[src/rtl/vid_mem_scheduler.sv]
// Frame-buffer RAM arbiter: interleaves CPU accesses with per-line video
// fetches into a small word FIFO drained by the pixel shifter.
module vid_mem_scheduler #(
    parameter int                ADDR_W         = 17,
    parameter logic [ADDR_W-1:0] FB_BASE        = '0,
    parameter int                WORDS_PER_LINE = 32,
    parameter int                LINES          = 342,
    parameter int                FIFO_DEPTH     = 4,
    parameter int                VID_BURST      = 4
) (
    input  logic              clk_in,
    input  logic              rst,
    input  logic              frame_start,
    input  logic              line_start,
    input  logic              cpu_req,
    input  logic              cpu_we,
    input  logic [ADDR_W-1:0] cpu_addr,
    input  logic [15:0]       cpu_wdata,
    output logic              cpu_ack,
    output logic [15:0]       cpu_rdata,
    output logic              mem_req,
    output logic              mem_we,
    output logic [ADDR_W-1:0] mem_addr,
    output logic [15:0]       mem_wdata,
    input  logic              mem_ack,
    input  logic [15:0]       mem_rdata,
    output logic              vid_valid,
    output logic [15:0]       vid_word,
    input  logic              vid_ready,
    output logic              underrun
);

    localparam int WL_W  = $clog2(WORDS_PER_LINE + 1);
    localparam int LC_W  = $clog2(LINES + 1);
    localparam int PTR_W = (FIFO_DEPTH > 1) ? $clog2(FIFO_DEPTH) : 1;
    localparam int CNT_W = PTR_W + 1;
    localparam int ST_W  = $clog2(VID_BURST + 1);

    typedef enum logic [1:0] {
        IDLE,
        VID,
        CPU
    } state_t;

    state_t state;
    state_t state_nxt;

    logic [ADDR_W-1:0] ptr;
    logic [WL_W-1:0]   words_left;
    logic [LC_W-1:0]   line_cnt;
    logic [ST_W-1:0]   streak;
    logic              drop;

    logic [15:0]       fifo_mem [FIFO_DEPTH];
    logic [PTR_W-1:0]  wr_ptr;
    logic [PTR_W-1:0]  rd_ptr;
    logic [CNT_W-1:0]  fifo_count;

    logic vid_want;
    logic cpu_first;
    logic grant_vid;
    logic grant_cpu;
    logic push;
    logic pop;
    logic line_ok;

    assign vid_want  = (words_left != '0)
                     && (fifo_count < CNT_W'(FIFO_DEPTH));
    assign cpu_first = cpu_req && (streak == ST_W'(VID_BURST));
    assign grant_vid = (state == IDLE) && (state_nxt == VID);
    assign grant_cpu = (state == IDLE) && (state_nxt == CPU);
    assign line_ok   = line_start
                     && (frame_start || (line_cnt < LC_W'(LINES)));

    // State register
    always_ff @(posedge clk_in) begin
        if (rst) begin
            state <= IDLE;
        end else begin
            state <= state_nxt;
        end
    end

    // Next-state: one grant per idle cycle, CPU forced after a full burst
    always_comb begin
        state_nxt = state;
        unique case (state)
            IDLE: begin
                if (cpu_first) begin
                    state_nxt = CPU;
                end else if (vid_want) begin
                    state_nxt = VID;
                end else if (cpu_req) begin
                    state_nxt = CPU;
                end
            end
            VID, CPU: begin
                if (mem_ack) begin
                    state_nxt = IDLE;
                end
            end
            default: state_nxt = IDLE;
        endcase
    end

    // Outputs
    always_comb begin
        mem_req   = (state != IDLE);
        cpu_ack   = (state == CPU) && mem_ack;
        cpu_rdata = mem_rdata;
        push      = (state == VID) && mem_ack && !drop && !frame_start;
        vid_valid = (fifo_count != '0);
        pop       = vid_valid && vid_ready;
        vid_word  = fifo_mem[rd_ptr];
    end

    // Bus request registers and arbitration history
    always_ff @(posedge clk_in) begin
        if (rst) begin
            mem_addr  <= '0;
            mem_we    <= 1'b0;
            mem_wdata <= '0;
            streak    <= '0;
            drop      <= 1'b0;
        end else begin
            if (grant_vid) begin
                mem_addr  <= ptr;
                mem_we    <= 1'b0;
                mem_wdata <= '0;
                if (streak != ST_W'(VID_BURST)) begin
                    streak <= streak + 1'b1;
                end
            end else if (grant_cpu) begin
                mem_addr  <= cpu_addr;
                mem_we    <= cpu_we;
                mem_wdata <= cpu_wdata;
                streak    <= '0;
            end
            // A fetch outstanding across frame_start belongs to the old frame
            if (state_nxt != VID) begin
                drop <= 1'b0;
            end else if (frame_start) begin
                drop <= 1'b1;
            end
        end
    end

    // Line/frame sequencing
    always_ff @(posedge clk_in) begin
        if (rst) begin
            ptr        <= FB_BASE;
            words_left <= '0;
            line_cnt   <= '0;
            underrun   <= 1'b0;
        end else begin
            underrun <= line_start && !frame_start
                     && (line_cnt < LC_W'(LINES))
                     && (words_left != '0);
            if (push) begin
                ptr        <= ptr + 1'b1;
                words_left <= words_left - 1'b1;
            end
            if (frame_start) begin
                ptr        <= FB_BASE;
                words_left <= '0;
                line_cnt   <= '0;
            end
            if (line_ok) begin
                words_left <= WL_W'(WORDS_PER_LINE);
                if (frame_start) begin
                    line_cnt <= LC_W'(1);
                end else begin
                    line_cnt <= line_cnt + 1'b1;
                end
            end
        end
    end

    // Video word FIFO
    always_ff @(posedge clk_in) begin
        if (rst) begin
            wr_ptr     <= '0;
            rd_ptr     <= '0;
            fifo_count <= '0;
        end else if (frame_start) begin
            wr_ptr     <= '0;
            rd_ptr     <= '0;
            fifo_count <= '0;
        end else begin
            if (push) begin
                wr_ptr <= wr_ptr + 1'b1;
            end
            if (pop) begin
                rd_ptr <= rd_ptr + 1'b1;
            end
            unique case ({push, pop})
                2'b10:   fifo_count <= fifo_count + 1'b1;
                2'b01:   fifo_count <= fifo_count - 1'b1;
                default: fifo_count <= fifo_count;
            endcase
        end
    end

    always_ff @(posedge clk_in) begin
        if (push) begin
            fifo_mem[wr_ptr] <= mem_rdata;
        end
    end

endmodule
[config.mk]
export PLATFORM = sky130hd
export DESIGN_NAME = vid_mem_scheduler
export DESIGN_NICKNAME = d
export VERILOG_FILES = /design/src/rtl/vid_mem_scheduler.sv
export SDC_FILE = /design/constraint.sdc
export NUM_CORES = 1
export LEC_CHECK = 0
export BUFFER_PORTS_ARGS = -buffer_cell sky130_fd_sc_hd__buf_4
export CAP_MARGIN = 10
export CORE_UTILIZATION = 49
export CTS_CLUSTER_DIAMETER = 60
export DETAILED_ROUTE_END_ITERATION = 8
export HOLD_SLACK_MARGIN = 0.02
export PLACE_DENSITY_LB_ADDON = 0.12
export REMOVE_ABC_BUFFERS = 1
export SLEW_MARGIN = 20
export SYNTH_ARGS = -nofsm -noshare
export SYNTH_HDL_FRONTEND = slang
export SYNTH_SLANG_ARGS = --single-unit
export TNS_END_PERCENT = 30
[constraint.sdc]
create_clock -name clk_in -period 2.2 [get_ports clk_in]
set_input_delay 0.44 -clock clk_in [delete_from_list [all_inputs] [get_ports clk_in]]
set_output_delay 0.44 -clock clk_in [all_outputs]
set_load 0.1 [all_outputs]
==> flow_summary.html <==
<table>
<tr><th>Metric</th><th>Value</th></tr>
<tr><th colspan="2">Timing</th></tr>
<tr><td>Finish-stage setup viols</td><td>0</td></tr>
<tr><td>Headroom to the max-slew limit</td><td>73.77%</td></tr>
<tr><td>Tightest Pin Transition</td><td>389.9 ps</td></tr>
<tr><td>Final setup skew</td><td>6.449 ps</td></tr>
<tr><td>Unrepaired setup endpoints after global routing</td><td>false</td></tr>
<tr><td>Maximum operating frequency</td><td>470.3 MHz</td></tr>
<tr><td>Minimum clock period after layout</td><td>2127 ps</td></tr>
<tr><td>Final Slew Violations</td><td>0</td></tr>
<tr><td>Final hold violation count</td><td>0</td></tr>
<tr><td>Share of the clock period used by the worst path after layout</td><td>96.66%</td></tr>
<tr><th colspan="2">Yosys</th></tr>
<tr><td>Number of warnings issued by yosys</td><td>0</td></tr>
<tr><td>Top FF cell, synth</td><td>sky130_fd_sc_hd__dfxtp_1</td></tr>
<tr><td>Avg Cell Area, Syn</td><td>11.49 µm²</td></tr>
<tr><td>Count of different cell masters after synthesis</td><td>between 50 and 60</td></tr>
<tr><td>Number of enable flip-flop cells after synthesis</td><td>64</td></tr>
<tr><td>Fraction of registers with async set or reset after synthesis</td><td>0%</td></tr>
<tr><td>Post-synthesis register bit count</td><td>146</td></tr>
<tr><td>Post-synthesis cell area</td><td>approximately 6100 µm²</td></tr>
<tr><td>Number of standard cells after synthesis</td><td>between 500 and 600</td></tr>
<tr><td>Sequential element share of the synthesized area</td><td>~58%</td></tr>
<tr><th colspan="2">Cells and area</th></tr>
<tr><td>Final Util</td><td>66.22%</td></tr>
<tr><td>Number of antenna cells inserted</td><td>0</td></tr>
<tr><td>Sequential Area</td><td>3568 µm²</td></tr>
<tr><td>Total number of nets in the final design</td><td>728</td></tr>
<tr><td>Area grow syn2layout</td><td>30.42%</td></tr>
<tr><td>Share of final-layout standard cells stronger than drive strength 1</td><td>31.44%</td></tr>
<tr><td>Footprint of the multi-input gates</td><td>approximately 2300 µm²</td></tr>
<tr><td>Fill cells</td><td>945</td></tr>
<tr><td>Final cell area excluding filler cells</td><td>about 8000 µm²</td></tr>
<tr><th colspan="2">Setup path</th></tr>
<tr><td>Setup crit end kind</td><td>output port</td></tr>
<tr><td>Arrival time worst endpoint</td><td>between 1500 and 2000 ps</td></tr>
<tr><td>Setup crit start kind</td><td>flop</td></tr>
<tr><td>Reg2reg setup slack</td><td>about 120 ps</td></tr>
<tr><td>Crit Reg-Reg Startpoint</td><td>state[1]</td></tr>
<tr><td>Delay contributed by the slowest stage of the critical path</td><td>530 ps</td></tr>
<tr><td>Cell at the slowest stage of the critical path</td><td>sky130_fd_sc_hd__mux4_2</td></tr>
<tr><td>Number of buffer and inverter stages on the critical path</td><td>2</td></tr>
<tr><td>CP Cell Sequence</td><td>clkbuf_16 -&gt; mux4_2 -&gt; buf_6</td></tr>
<tr><td>Worst Path Required</td><td>1760 ps</td></tr>
<tr><td>Worst Reg2Reg Path Length in Cells</td><td>10</td></tr>
<tr><td>Depth of the critical timing path with buffers and inverters included</td><td>3</td></tr>
<tr><td>Worst setup path endpoint</td><td>vid_word[6]</td></tr>
<tr><td>Crit path max-delay family</td><td>multiplexers</td></tr>
<tr><td>Endpoint of the most critical register-to-register path</td><td>fifo_count[2]</td></tr>
<tr><td>Critical Setup Path Class</td><td>reg2out</td></tr>
<tr><td>Maximum fanout encountered on the critical timing path</td><td>8</td></tr>
<tr><th colspan="2">CTS</th></tr>
<tr><td>Hold-fix buffers at CTS</td><td>0</td></tr>
<tr><td>Clock transition at the registers of the reported paths</td><td>50 ps</td></tr>
<tr><td>Maximum number of buffers from clock root to sink</td><td>2</td></tr>
<tr><td>Total clock sinks</td><td>146</td></tr>
<tr><td>Root Buffer</td><td>sky130_fd_sc_hd__clkbuf_16</td></tr>
<tr><td>CTS tree</td><td>yes</td></tr>
<tr><td>Clock buffers created by TritonCTS</td><td>17</td></tr>
<tr><td>Clock insertion delay at the later pin of the skew report</td><td>410 ps</td></tr>
<tr><td>H-tree depth reported by CTS</td><td>4</td></tr>
<tr><th colspan="2">Floorplan</th></tr>
<tr><td>Horiz. Die Dim</td><td>114.0 µm</td></tr>
<tr><td>Ports</td><td>127</td></tr>
<tr><td>Area of the placeable core</td><td>12110 µm²</td></tr>
<tr><td>Total die area</td><td>~13000 µm²</td></tr>
<tr><td>Row count</td><td>40</td></tr>
<tr><td>Die H</td><td>114.0 µm</td></tr>
<tr><td>Initial Util</td><td>about half</td></tr>
<tr><th colspan="2">Placed design</th></tr>
<tr><td>DP Area</td><td>7298 µm²</td></tr>
<tr><td>Hpwl dp</td><td>between 8000 and 9000 µm</td></tr>
<tr><td>Routability cong.</td><td>0.7921</td></tr>
<tr><td>Number of input and output port buffers inserted</td><td>approximately 130</td></tr>
<tr><th colspan="2">Pwr</th></tr>
<tr><td>Standby leakage power</td><td>2.950 nW</td></tr>
<tr><td>Pwr dens</td><td>892.3 nW/µm²</td></tr>
<tr><td>IR Drop Worst-Case VDD</td><td>0.5488 mV</td></tr>
<tr><th colspan="2">Global route</th></tr>
<tr><td>Maximum number of pins on one net before global-route repair</td><td>38</td></tr>
<tr><td>Number of global-route vias before repair</td><td>about 4300</td></tr>
<tr><td>Initial antenna violation count</td><td>0</td></tr>
<tr><td>Remaining Overflow, GRT</td><td>0</td></tr>
<tr><td>Wire length of the first global-routing pass</td><td>between 20000 and 25000 µm</td></tr>
<tr><td>All-Layer GR Usage</td><td>20.47%</td></tr>
<tr><th colspan="2">Drt</th></tr>
<tr><td>Detailed Routing Iterations Pass 1</td><td>4</td></tr>
<tr><td>Per-cell via count in the routed design</td><td>roughly 5.2</td></tr>
<tr><td>Antenna-violating nets left</td><td>0</td></tr>
<tr><td>Count of unresolved DRC violations after routing</td><td>0</td></tr>
<tr><td>Mean routed wirelength per cell</td><td>about 15 µm</td></tr>
<tr><td>Detailed-route via count</td><td>4371</td></tr>
<tr><td>Total detailed-routing wirelength</td><td>12550 µm</td></tr>
<tr><td>DR iter-0 viols</td><td>214</td></tr>
<tr><th colspan="2">Min path</th></tr>
<tr><td>Number of cells on the worst hold path</td><td>1</td></tr>
<tr><td>Type of the worst min-delay path</td><td>in2reg</td></tr>
<tr><th colspan="2">Run status</th></tr>
<tr><td>Status</td><td>complete, no violations</td></tr>
<tr><th colspan="2">Run</th></tr>
<tr><td>Count of maximum capacitance violations</td><td>0</td></tr>
</table>
==> synth_stat cells, drive strengths merged (7+ instances only) <==
| cell type | n | share of area [%] |
|---|---|---|
| xor2 | 13 | 1.9 |
| inv | 20 | 1.2 |
| a211oi | 7 | 0.85 |
| edfxtp | 64 | 31 |
| and2 | 7 | 0.71 |
| nor2 | 41 | 2.5 |
| ha | 14 | 2.8 |
| dfxtp | 82 | 27 |
| clkbuf | 17 | 1.1 |
| mux4 | 16 | 5.9 |
| nand2 | 57 | 3.5 |
| nand3 | 30 | 2.4 |
| o21ai | 10 | 0.94 |
| xnor2 | 14 | 2.0 |
| buf | 25 | 3.0 |
| a21oi | 54 | 4.4 |
| a22oi | 18 | 2.8 |
==> report_power, final <==
part           leakage (nW)  switching, mW  internal [mW]  total, mW
combinational          1.40          0.874          0.333       1.21
sequential             1.24         0.0401           2.90       2.94
clock                 0.305           1.03           1.98       3.01
==> metal layers <==
metal | GRT usage, % | up-vias | part of all wire (%)
li1 | - | 2155 | -
met1 | 25.31 | 2098 | 44
met2 | 34.10 | 102 | 50
met3 | 5.739 | 16 | 4.1
met4 | 7.879 | 0 | 1.6
met5 | 0 | - | 0
==> flip-flops by register name, indices dropped and copies added, names as in the netlist, named ones only <==
name,count
fifo_mem,64
mem_addr,17
ptr,17
mem_wdata,16
line_cnt,9
words_left,6
fifo_count,3
streak,3
rd_ptr,2
state,2
wr_ptr,2
drop,1
mem_we,1
underrun,1
==> final cells by class <==
cell class              instances  share of cell area (%)
multi-input cells             327                   28.77
flip-flops and latches        146                   44.49
well taps                     168                   2.621
clock buffers                  17                   5.304
inverters                      20                  0.9360
clock inverters                14                   2.418
repair buffers                144                   15.46
==> worst min path at each step <==
| stage | start | to | slack, ps |
|---|---|---|---|
| floorplan | words_left[0] | words_left[0] | 460 |
| global placement | mem_wdata[10] | mem_wdata[10] | 440 |
| detailed placement | mem_wdata[2] | mem_wdata[2] | 450 |
| CTS | mem_rdata[1] | fifo_mem[2][1] | 220 |
| global route | mem_rdata[14] | fifo_mem[0][14] | 220 |
| finish | mem_rdata[14] | fifo_mem[0][14] | 240 |
==> through the flow <==
stage / TNS (ps) / setup WS [ps] / cells / total power, mW / hold WS, ps
2_1_floorplan: -71440 / -1262 / 493 / 3.699 / 458.4
4_1_cts: 0 / 5.232 / 835 / 7.215 / 221.6
3_5_place_dp: 0 / 8.110 / 804 / 4.194 / 449.7
3_3_place_gp: 0 / 136.2 / 804 / 4.175 / 442.7
6_report: 0 / 73.48 / 836 / 7.157 / 238.1
5_1_grt: 0 / 4.793 / 836 / 7.401 / 223.3
==> logic make-up (layout without fill, tap and decap cells) <==
group	Yosys count	in the layout	share of synthesized area [%]
AOI/OAI and AO/OA	103	103	11.19
DFF	146	146	57.94
and+or+nand+nor	165	165	12.53
muxes	17	17	6.022
xor gates and xnor gates	27	27	3.845
adders and majority gates	15	15	3.174
buffers and inverters	62	195	5.290
==> placed cells by master, fill, tap and decap left out, drive strengths merged, types with 2 or more instances in the layout <==
cell,n
nor2,41
clkinv,8
xor2,13
nor2b,2
o211a,2
bufinv,5
xnor2,14
and4,4
or3,5
buf,143
clkbuf,18
or2,2
a21oi,54
o211ai,3
nand3,30
a22oi,18
ha,14
mux4,16
edfxtp,64
o21ai,10
and2,7
a211oi,7
nor3,2
dfxtp,82
inv,20
nor4,2
nand4,5
nand2b,2
and3,3
nand2,57
==> timing repair <==
action,CTS,global route
endpoints found under the hold margin,0,0
endpoints found under the setup margin,9,55
setup buffers,0,0
gates resized for setup,9,12
gates cloned,0,1
Power figures use the tool's default switching activity.
